$ cat config.mk
export PLATFORM = sky130hd
export DESIGN_NAME = encoder_pwm_bank
export DESIGN_NICKNAME = d
export VERILOG_FILES = /design/src/rtl/encoder_pwm_bank.sv
export SDC_FILE = /design/constraint.sdc
export NUM_CORES = 1
export LEC_CHECK = 0
export ABC_CLOCK_PERIOD_IN_PS = 2800
export CORE_AREA = 5 5 144 132
export DETAILED_ROUTE_END_ITERATION = 10
export DIE_AREA = 0 0 149 137
export PLACE_DENSITY_LB_ADDON = 0.08
export SYNTH_ARGS = -nofsm -noshare
export SYNTH_HDL_FRONTEND = slang
export SYNTH_HIERARCHICAL = 1
export SYNTH_SLANG_ARGS = --single-unit
$ cat constraint.sdc
create_clock -name clk -period 2.8 [get_ports clk]
set_input_delay 0.56 -clock clk [delete_from_list [all_inputs] [get_ports clk]]
set_output_delay 0.56 -clock clk [all_outputs]
set_load 0.01 [all_outputs]
$ cat src/rtl/encoder_pwm_bank.sv
// encoder_pwm_bank: NUM_CH rotary-encoder channels. Each channel keeps a level
// register driven by encoder detents or a host load, and drives a PWM output
// from that level.
//
// Ports:
//   clk, reset         single clock; synchronous active-high reset
//   enc_a, enc_b       [NUM_CH] asynchronous encoder phases
//   load_en/ch/val     one-cycle host write of a level (load_ch >= NUM_CH ignored)
//   level_o            [NUM_CH*WIDTH] levels, channel i at [i*WIDTH +: WIDTH]
//   pwm_out            [NUM_CH] registered PWM outputs
//   period_tick        high while the shared PWM counter is at its last count

// Per-channel datapath: sync, debounce, X1 decode, level register, PWM compare.
module encoder_pwm_ch #(
    parameter int WIDTH    = 8,
    parameter int STEP     = 1,
    parameter int SATURATE = 1
) (
    input  logic             clk,
    input  logic             reset,
    input  logic             strobe,
    input  logic             enc_a,
    input  logic             enc_b,
    input  logic             load,
    input  logic [WIDTH-1:0] load_val,
    input  logic [WIDTH-1:0] pwm_cnt,
    input  logic             period_end,
    output logic [WIDTH-1:0] level,
    output logic             pwm_out
);
    localparam logic [WIDTH:0] STEP_X = (WIDTH+1)'(STEP);

    logic [1:0]       a_sync, b_sync;
    logic             a_smp, b_smp;   // previous strobe sample; the current one is the sync output
    logic             a_db, b_db, a_db_q;
    logic             up_ev, dn_ev;
    logic [WIDTH-1:0] shadow, level_nxt;
    logic [WIDTH:0]   inc, dec;

    // One extra bit exposes overflow/borrow for the clamp decision.
    always_comb begin
        inc       = {1'b0, level} + STEP_X;
        dec       = {1'b0, level} - STEP_X;
        level_nxt = level;
        if (load)
            level_nxt = load_val;       // a same-cycle detent is dropped
        else if (up_ev)
            level_nxt = (SATURATE != 0 && inc[WIDTH]) ? '1 : inc[WIDTH-1:0];
        else if (dn_ev)
            level_nxt = (SATURATE != 0 && dec[WIDTH]) ? '0 : dec[WIDTH-1:0];
    end

    always_ff @(posedge clk) begin
        if (reset) begin
            a_sync  <= '0;
            b_sync  <= '0;
            a_smp   <= 1'b0;
            b_smp   <= 1'b0;
            a_db    <= 1'b0;
            b_db    <= 1'b0;
            a_db_q  <= 1'b0;
            up_ev   <= 1'b0;
            dn_ev   <= 1'b0;
            level   <= '0;
            shadow  <= '0;
            pwm_out <= 1'b0;
        end else begin
            a_sync <= {a_sync[0], enc_a};
            b_sync <= {b_sync[0], enc_b};
            // Two consecutive strobe samples must agree before the debounced
            // value moves, so anything shorter than one strobe interval is lost.
            if (strobe) begin
                a_smp <= a_sync[1];
                b_smp <= b_sync[1];
                if (a_smp == a_sync[1]) a_db <= a_sync[1];
                if (b_smp == b_sync[1]) b_db <= b_sync[1];
            end
            a_db_q  <= a_db;
            up_ev   <= a_db & ~a_db_q & ~b_db;
            dn_ev   <= a_db & ~a_db_q &  b_db;
            level   <= level_nxt;
            // Duty is only sampled at period end so a running pulse is never cut.
            if (period_end) shadow <= level;
            pwm_out <= shadow > pwm_cnt;
        end
    end
endmodule

module encoder_pwm_bank #(
    parameter int NUM_CH       = 3,
    parameter int WIDTH        = 8,
    parameter int DEBOUNCE_DIV = 1024,
    parameter int STEP         = 1,
    parameter int SATURATE     = 1,
    parameter int CH_W         = $clog2(NUM_CH)
) (
    input  logic                    clk,
    input  logic                    reset,
    input  logic [NUM_CH-1:0]       enc_a,
    input  logic [NUM_CH-1:0]       enc_b,
    input  logic                    load_en,
    input  logic [CH_W-1:0]         load_ch,
    input  logic [WIDTH-1:0]        load_val,
    output logic [NUM_CH*WIDTH-1:0] level_o,
    output logic [NUM_CH-1:0]       pwm_out,
    output logic                    period_tick
);
    localparam int PRE_W = $clog2(DEBOUNCE_DIV);

    logic [PRE_W-1:0]              pre;
    logic                          strobe;
    logic [WIDTH-1:0]              pwm_cnt;
    logic                          period_end;
    logic [NUM_CH-1:0][WIDTH-1:0]  level;

    assign strobe      = (pre == PRE_W'(DEBOUNCE_DIV - 1));
    assign period_end  = &pwm_cnt;
    assign period_tick = period_end;
    assign level_o     = level;

    always_ff @(posedge clk) begin
        if (reset) begin
            pre     <= '0;
            pwm_cnt <= '0;
        end else begin
            pre     <= strobe ? '0 : pre + 1'b1;
            pwm_cnt <= pwm_cnt + 1'b1;
        end
    end

    for (genvar gi = 0; gi < NUM_CH; gi++) begin : gen_ch
        logic ld;
        // Out-of-range load_ch matches no channel.
        assign ld = load_en && (load_ch == CH_W'(gi));

        encoder_pwm_ch #(
            .WIDTH   (WIDTH),
            .STEP    (STEP),
            .SATURATE(SATURATE)
        ) u_ch (
            .clk       (clk),
            .reset     (reset),
            .strobe    (strobe),
            .enc_a     (enc_a[gi]),
            .enc_b     (enc_b[gi]),
            .load      (ld),
            .load_val  (load_val),
            .pwm_cnt   (pwm_cnt),
            .period_end(period_end),
            .level     (level[gi]),
            .pwm_out   (pwm_out[gi])
        );
    end
endmodule

; Word-level counts from Yosys, hierarchy flattened
; Index checks and enable logic that the tools add are counted.
[classes]
reduce_logical = 15
bitwise = 15
eq_ne = 9
muxes = 15
n_lt_le_gt_ge = 3
addsub = 8
[ops]
columns = op, count
row1 = 8-bit two-way mux, 15
row2 = 8-bit by 1-bit adder with 9-bit output (second input constant), 3
row3 = 8-bit by 1-bit subtractor with 9-bit output (second input constant), 3
row4 = 8-bit greater-than comparator, 3
row5 = 2-bit AND reduction, 6
row6 = 10-bit by 1-bit adder with 10-bit output (second input constant), 1
row7 = 10-bit equality test (second input constant), 1
row8 = 1-bit bitwise AND, 9
row9 = 3-bit nonzero test, 3
row10 = 8-bit by 1-bit adder with 8-bit output (second input constant), 1
row11 = 8-bit AND reduction, 1
row12 = 1-bit equality test, 6
row13 = 1-bit inverter, 6
row14 = 1-bit logical AND, 3
row15 = 2-bit by 1-bit equality test with 1-bit output (second input constant), 1
row16 = 2-bit equality test (second input constant), 1
row17 = 2-bit zero test, 1
row18 = 2-bit OR reduction, 1
[word_totals]
input_bits = 19
register_bits = 102

; Depth between registers and ports, before layout
; Gate-level depths: netlist of run 1.
[logic_depth]
ltp_word = 5
ltp_mapped = 7

; Hierarchy
; The synthesis of run 1 kept the hierarchy.
[by_module_without_submodules]
columns = module, area_per_inst_um2, cells_each, n_inst
row1 = encoder_pwm_ch, 1710.4, 204, 3
row2 = encoder_pwm_bank, 790.8, 90, 1

; Worst setup path before layout of run 1
; OpenSTA, ideal clock, no wires.
[synth_path]
path_kind = register to register
start = reg pre[0]
end = reg gen_ch[0].u_ch.a_db
setup_ns = 0.120
stages_incl_launch_ff = 7
path_buffers = 0
synth_period_minus_slack_ns = 2.270
t_arrival_ns = 2.151
slack_ns = 0.530
path_cell_list = dfxtp_1 ha_1 nand2_2 nor3_1 inv_1 o21ai_0 a21oi_1
[synth_between]
elab_chain_cells = 2
[synth_lines]
columns = element, line
row1 = "start, declared", 110  ; logic [PRE_W-1:0] pre;
row2 = "start signal, assigned", 126  ; pre <= strobe ? '0 : pre + 1'b1;
row3 = 10-bit equality test, 116  ; assign strobe = (pre == PRE_W'(DEBOUNCE_DIV - 1));
row4 = named net strobe, 111  ; logic strobe;
row5 = 2-bit AND reduction (no source line), -
row6 = "end signal, assigned", 75  ; if (a_smp == a_sync[1]) a_db <= a_sync[1];
row7 = "end, declared", 35  ; logic a_db, b_db, a_db_q;
; The timed path passes the listed nets, and every way through them passes these cells.
; A chain may end at the register's enable or synchronous reset.

; Final worst setup path of run 1
[layout_path]
start = reg pwm_cnt[0]
end = out period_tick
[layout_between]
elab_chain_cells = 1
[layout_lines]
columns = element, line
row1 = "start, declared", 112  ; logic [WIDTH-1:0] pwm_cnt;
row2 = "start signal, assigned", 127  ; pwm_cnt <= pwm_cnt + 1'b1;
row3 = 8-bit AND reduction, 117  ; assign period_end = &pwm_cnt;
row4 = "end, declared", 106  ; output logic period_tick
; Every way passes these cells.

==> results of run 1 <==
## per-layer routing
metal	vias to the layer above	GRT usage, %
met5	-	0
met3	11	3.31
met1	2348	22.1
met2	102	25.1
li1	2556	-
met4	0	4.27
## state kept, by name (all words and copies together) (netlist names)
signal / cells
gen_ch.u_ch/shadow: 24
gen_ch.u_ch/a_db_q: 3
gen_ch.u_ch/level: 24
gen_ch.u_ch/b_db: 3
pwm_cnt: 8
gen_ch.u_ch/pwm_out: 3
gen_ch.u_ch/b_sync: 6
gen_ch.u_ch/a_smp: 3
gen_ch.u_ch/b_smp: 3
pre: 10
gen_ch.u_ch/dn_ev: 3
gen_ch.u_ch/a_sync: 6
gen_ch.u_ch/a_db: 3
gen_ch.u_ch/up_ev: 3
## area by class of cell
type | count | area (sq um)
clock buffer | 12 | 246
clock inverter | 4 | 32.5
fill | 1793 | 10600
inverter | 43 | 161
multi-input combinational | 520 | 3410
sequential | 102 | 2040
tap | 240 | 300
timing repair buffer | 66 | 608
## power breakdown
part / leakage (uW) / total, uW / internal, uW / switching [uW]
clock: 0.000129 / 1210 / 632 / 576
combinational: 0.00158 / 468 / 229 / 239
sequential: 0.000828 / 1560 / 1490 / 66.0
## worst paths after layout
check                                                           from                                    to  slack (ps)
worst max-delay path                           pwm_cnt[0]$_SDFF_PP0_                           period_tick         270
worst min-delay path                gen_ch[2].u_ch/a_db_q$_SDFF_PP0_       gen_ch[2].u_ch/up_ev$_SDFF_PP0_         410
worst max register to register  gen_ch[2].u_ch/level[1]$_SDFFE_PP0P_  gen_ch[2].u_ch/level[5]$_SDFFE_PP0P_         650
worst min register to register      gen_ch[2].u_ch/a_db_q$_SDFF_PP0_       gen_ch[2].u_ch/up_ev$_SDFF_PP0_         410
## worst max-delay path, stage by stage (launching register included)
cell and delay [ps]:
dfxtp_1 530, ha_1 300, nand3_1 110, nor2_2 130, clkdlybuf4s50_1 550
## metrics by stage
stage / setup slack (ps) / power (uW)
CTS: 223 / 3290
floorplan: 530 / 1900
global placement: 448 / 2050
finish: 270 / 3230
global route: 106 / 3400
detailed placement: 410 / 2060
## cell usage in the layout, fill, tap and decap left out, types with 4 or more instances in the layout
| cell type | count |
|---|---|
| a211oi_1 | 12 |
| nor2b_1 | 34 |
| ha_1 | 32 |
| nor3b_1 | 9 |
| xor2_1 | 7 |
| clkbuf_16 | 9 |
| nor2_1 | 85 |
| nor3_1 | 18 |
| mux2i_1 | 36 |
| and3b_1 | 5 |
| o31ai_1 | 8 |
| o21a_1 | 6 |
| a21o_1 | 12 |
| o22ai_1 | 9 |
| clkdlybuf4s50_1 | 45 |
| nand2_1 | 52 |
| xnor2_1 | 8 |
| inv_1 | 43 |
| o21ai_0 | 23 |
| nor3b_2 | 4 |
| buf_4 | 21 |
| and4_2 | 6 |
| or3_1 | 11 |
| a2bb2oi_1 | 6 |
| dfxtp_1 | 102 |
| nand4_1 | 18 |
| a21oi_1 | 46 |
| o211ai_1 | 7 |
| nand3_1 | 21 |
## cells by family after synthesis
logic type | count (synthesis) | synth area share [%]
flops | 102 | 34.5
fa+ha+maj | 32 | 6.76
compound gates | 143 | 15.5
buf+inv | 80 | 8.11
xor+xnor | 15 | 2.22
simple gates | 291 | 26.3
mux | 39 | 6.66
==> run_results.csv, run 1 <==
group,metric,value,unit
global_routing,grtUsageTotal,15.9,%
sta,setup_viol,0,
cts,cts.sinks,102,
placed_design,place_area,6520,sq um
power_and_ir_drop,p_leak,0.00254,uW
logic_synthesis,netlist_top_cells_area,"dfxtp_1 (34%), ha_1 (6.8%), mux2i_1 (6.1%)",
route,viasPerCell,5.08,
sta,hold_ws,407,ps
die,dieArea,20400,sq um
route,top_layer_used,"met4",
sta,setup-tns-final,0,ps
global_routing,grt_overflow,0,
critical_path,worstPathArrival,1970,ps
worst_hold_path,min_path_cells,1,
route,met1_length,7.85,mm
route,wl_per_cell,15.7,um
placed_design,dp.final_hpwl,11.2,mm
critical_path,cp-end-kind,"output port",
worst_hold_path,worstHoldPathType,"reg -> reg",
global_routing,grt_pass1_vias,4963,
route,dr_wl_met3,651,um
sta,worstMarginPinSlew,621,ps
sta,max_freq,395,MHz
critical_path,crit_fanout,8,
logic_synthesis,synth_edf_count,0,
logic_synthesis,yosysUniqueCellTypes,50,
sta,fin_crit,2530,ps
critical_path,start_kind,"flop",
sta,rsz0062_at_grt,"no",
logic_synthesis,avgSynthCellArea,8.44,sq um
logic_synthesis,synth_seq_area_share,34.5,%
logic_synthesis,synth_top_flop_cell,"dfxtp_1",
global_routing,antenna_found_initial,0,
cts,worstSkewPairLatency,350,ps
logic_synthesis,yosys.area.top_type,"dfxtp_1",
die,coreArea,17400,sq um
cts,cts_root_buffer,"clkbuf_16",
cts,cts_tree,"done",
placed_design,dp_cells,971,
logic_synthesis,synthArstFlopShare,0,%
route,wirelength,15.5,mm
global_routing,grt_pass1_wl,25.9,mm
critical_path,cp.required,2240,ps
die,num_rows,46,
die,die_x,149,um
route,drt_first_iter_violations,258,
cts,htree_levels,3,
logic_synthesis,syn_nets,753,
route,drc,0,
placed_design,gp_congestion,0.855,
critical_path,rr_worst_depth,7,
power_and_ir_drop,ir_drop,0.273,mV
die,die_h,137,um
cts,clk_pin_slew,70,ps
sta,slew_viol_final,0,
power_and_ir_drop,power_density,475,nW/um^2
finish,stdcell_count,987,
finish,n_antenna_cell,0,
logic_synthesis,synthTopCellsByCount,"dfxtp_1 (102), nor2_1 (86), nand2_1 (52)",
placed_design,io_buffers,46,
route,routed-wl-met2,6.84,mm
finish,area_growth,14.9,%
run,maxCapViolCount,0,
logic_synthesis,ys_ff_latch,102,
route,routed-via-count,5017,
cts,cts_buffer_depth,2,
critical_path,critPathKind,"reg -> out",
route,first_pass_iters,5,
sta,post-route-period-util,90.4,%
outcome,status,"complete, no violations",
sta,hold_viol,0,
logic_synthesis,synth_warnings,6,
finish,final_cell_area,6800,sq um
finish,final_net_count,793,
logic_synthesis,syn_inst,702,
die,initial_core_util,34.1,%
sta,max-slew-margin-rel,58.4,%
finish,drive_gt1_share,9.10,%
logic_synthesis,synth_top_area_share,34.5,%
sta,finClkSkew,7.24,ps
die,io_pins,47,
global_routing,grt_max_degree,45,
cts,cts_setup_buffers,0,
cts,cts_buffers,9,
route,ant_nets,0,
logic_synthesis,syn_area,5920,sq um
finish,post-route-util,39.1,%
logic_synthesis,yosys.cell_count.top_type,"dfxtp_1",
cts,cts_hold_buf,0,
cts,ctsResizeCount,0,
Note: power is estimated with default switching activity, not from simulation.
==> run 2: changes to the inputs <==
--- a/config.mk
+++ b/config.mk
@@ -9,6 +9,8 @@
 export CORE_AREA = 5 5 144 132
 export DETAILED_ROUTE_END_ITERATION = 10
 export DIE_AREA = 0 0 149 137
+export DONT_BUFFER_PORTS = 1
+export HOLD_SLACK_MARGIN = 0.06
 export PLACE_DENSITY_LB_ADDON = 0.08
 export SYNTH_ARGS = -nofsm -noshare
 export SYNTH_HDL_FRONTEND = slang
==> constraint.sdc (replaced) <==
create_clock -name clk -period 2.8 [get_ports clk]
set_input_delay 0.56 -clock clk [delete_from_list [all_inputs] [get_ports clk]]
set_output_delay 0.56 -clock clk [all_outputs]
set_load 0.02 [all_outputs]
==> run_results.csv, run 2 (synthesis gave the netlist of run 1 again) <==
group,metric,value,unit
cts,cts_buffer_depth,2,
cts,cts_setup_buffers,0,
global_routing,grt_max_degree,104,
cts,htree_levels,3,
sta,setup_viol,0,
route,first_pass_iters,4,
finish,area_growth,6.76,%
outcome,status,"complete, no violations",
power_and_ir_drop,switching_share,26.9,%
sta,fin_crit,2270,ps
cts,cts_hold_buf,0,
cts,cts_root_buffer,"clkbuf_16",
power_and_ir_drop,p_clk_share,40.3,%
power_and_ir_drop,p_leak,0.00235,uW
critical_path,r2r-end,"gen_ch[0].u_ch/level[5]$_SDFFE_PP0P_",
critical_path,start_kind,"flop",
power_and_ir_drop,combPwrFrac,10.6,%
placed_design,place_area,6020,sq um
finish,n_antenna_cell,0,
global_routing,grtUsageTotal,15.5,%
finish,drive_gt1_share,8.79,%
die,io_pins,47,
route,wl_per_cell,16.6,um
route,ant_nets,0,
critical_path,r2r_setup_slack,650,ps
power_and_ir_drop,power_switching,873,uW
worst_hold_path,holdPathEnd,"pre[8]$_SDFF_PP0_",
finish,final_common_cell,"dfxtp_1",
placed_design,dp.final_hpwl,11.1,mm
finish,seqCellArea,2040,sq um
global_routing,grt_pass1_wl,25.4,mm
run,maxCapViolCount,0,
cts,cts_buffers,9,
finish,final_net_count,740,
sta,layout_setup_ws,530,ps
finish,multi_input_area,3420,sq um
sta,finClkSkew,7.59,ps
critical_path,cp-end-kind,"output port",
route,wirelength,15.5,mm
critical_path,rr_worst_depth,7,
die,die_h,137,um
sta,max-slew-margin-rel,48.8,%
global_routing,grt_pass1_vias,4703,
cts,cts.sinks,102,
sta,hold_viol,0,
finish,fillers,1817,
route,drt_first_iter_violations,337,
power_and_ir_drop,power_density,513,nW/um^2
critical_path,crit_start,"pwm_cnt[0]$_SDFF_PP0_",
placed_design,post-place-ws,668,ps
sta,setup-tns-final,0,ps
sta,slew_viol_final,0,
critical_path,r2r-start,"gen_ch[0].u_ch/level[0]$_SDFFE_PP0P_",
finish,mostFrequentLayoutCells,"dfxtp_1 (102), nor2_1 (85), nand2_1 (52), a21oi_1 (46), inv_1 (43)",
global_routing,grt_overflow,0,
placed_design,io_buffers,0,
die,coreArea,17400,sq um
sta,post-route-period-util,81.1,%
critical_path,worstPathArrival,1710,ps
cts,worstSkewPairLatency,350,ps
sta,worstMarginPinSlew,767,ps
cts,ctsResizeCount,0,
power_and_ir_drop,p_seq_share,49.2,%
route,drc,0,
cts,clk_pin_slew,70,ps
power_and_ir_drop,ir_drop,0.270,mV
die,dieArea,20400,sq um
worst_hold_path,worstHoldPathType,"in -> reg",
finish,final_cell_area,6320,sq um
cts,cts_tree,"done",
sta,rsz0062_at_grt,"no",
worst_hold_path,min-delay-start,"reset",
route,routed-via-count,4857,
finish,reg_top3,"gen_ch.u_ch/level (24), gen_ch.u_ch/shadow (24), pre (10)",
sta,max_freq,441,MHz
critical_path,critPathKind,"reg -> out",
critical_path,cp.required,2240,ps
worst_hold_path,min_path_cells,1,
route,viasPerCell,5.20,
placed_design,gp_congestion,0.863,
die,num_rows,46,
die,initial_core_util,34.1,%
global_routing,antenna_found_initial,0,
finish,post-route-util,36.4,%
critical_path,crit_fanout,9,
power_and_ir_drop,p_int,2370,uW
die,die_x,149,um
[run 2: cell count changes in the layout (fill, tap and decap cells not counted)]
cell             change
buf_4                -8
bufinv_16            +1
clkbuf_1             -1
clkbuf_8             -1
clkdlybuf4s50_1     -45
clkinv_4             -1
clkinvlp_4           -1
inv_6                +2
inv_8                +1
nor2_2               -1
nor2_4               +1
[run 2: worst max-delay path by stage]
| stage | endpoint | cells after the start |
|---|---|---|
| after detailed placement | gen_ch[0].u_ch/level[4]$_SDFFE_PP0P_ | 7 |
| after CTS | period_tick | 4 |
| after global routing | period_tick | 4 |
| after floorplan | gen_ch[0].u_ch/a_db$_SDFFE_PP0P_ | 6 |
| after global placement | gen_ch[0].u_ch/level[4]$_SDFFE_PP0P_ | 7 |
| final | period_tick | 4 |
[run 2: critical path, stage by stage, from the launching register on]
cell     delay [ps]
dfxtp_1         540
ha_1            310
nand3_1         140
nor2_4          120
buf_4           250
[run 2: through the flow]
stage	total power (uW)	cells	hold WS, ps
5_1_grt	3400	934	254
2_1_floorplan	1920	702	389
3_3_place_gp	1960	918	398
4_1_cts	3300	934	258
6_report	3240	934	271
3_5_place_dp	1970	918	398
[run 2: power groups by stage]
| stage | combinational, uW | clock (uW) | sequential (uW) |
|---|---|---|---|
| floorplan | 334 | 0 | 1590 |
| global placement | 337 | 0 | 1630 |
| detailed placement | 339 | 0 | 1630 |
| CTS | 341 | 1360 | 1590 |
| global route | 383 | 1410 | 1600 |
| finish | 343 | 1310 | 1590 |
[run 2: cell type report]
class,instances,area share (%)
clock buffer,10,3.62
multi-input combinational,520,54.0
tap,240,4.75
sequential,102,32.3
clock inverter,6,1.19
timing repair buffer,13,1.54
inverter,43,2.55
[run 2: layer usage]
metal | vias to the layer above | track usage (%) | share of wire (%)
li1 | 2449 | - | -
met1 | 2299 | 21.0 | 49
met2 | 95 | 24.1 | 43
met3 | 14 | 5.23 | 6.7
met4 | 0 | 3.30 | 1.1
met5 | - | 0 | 0
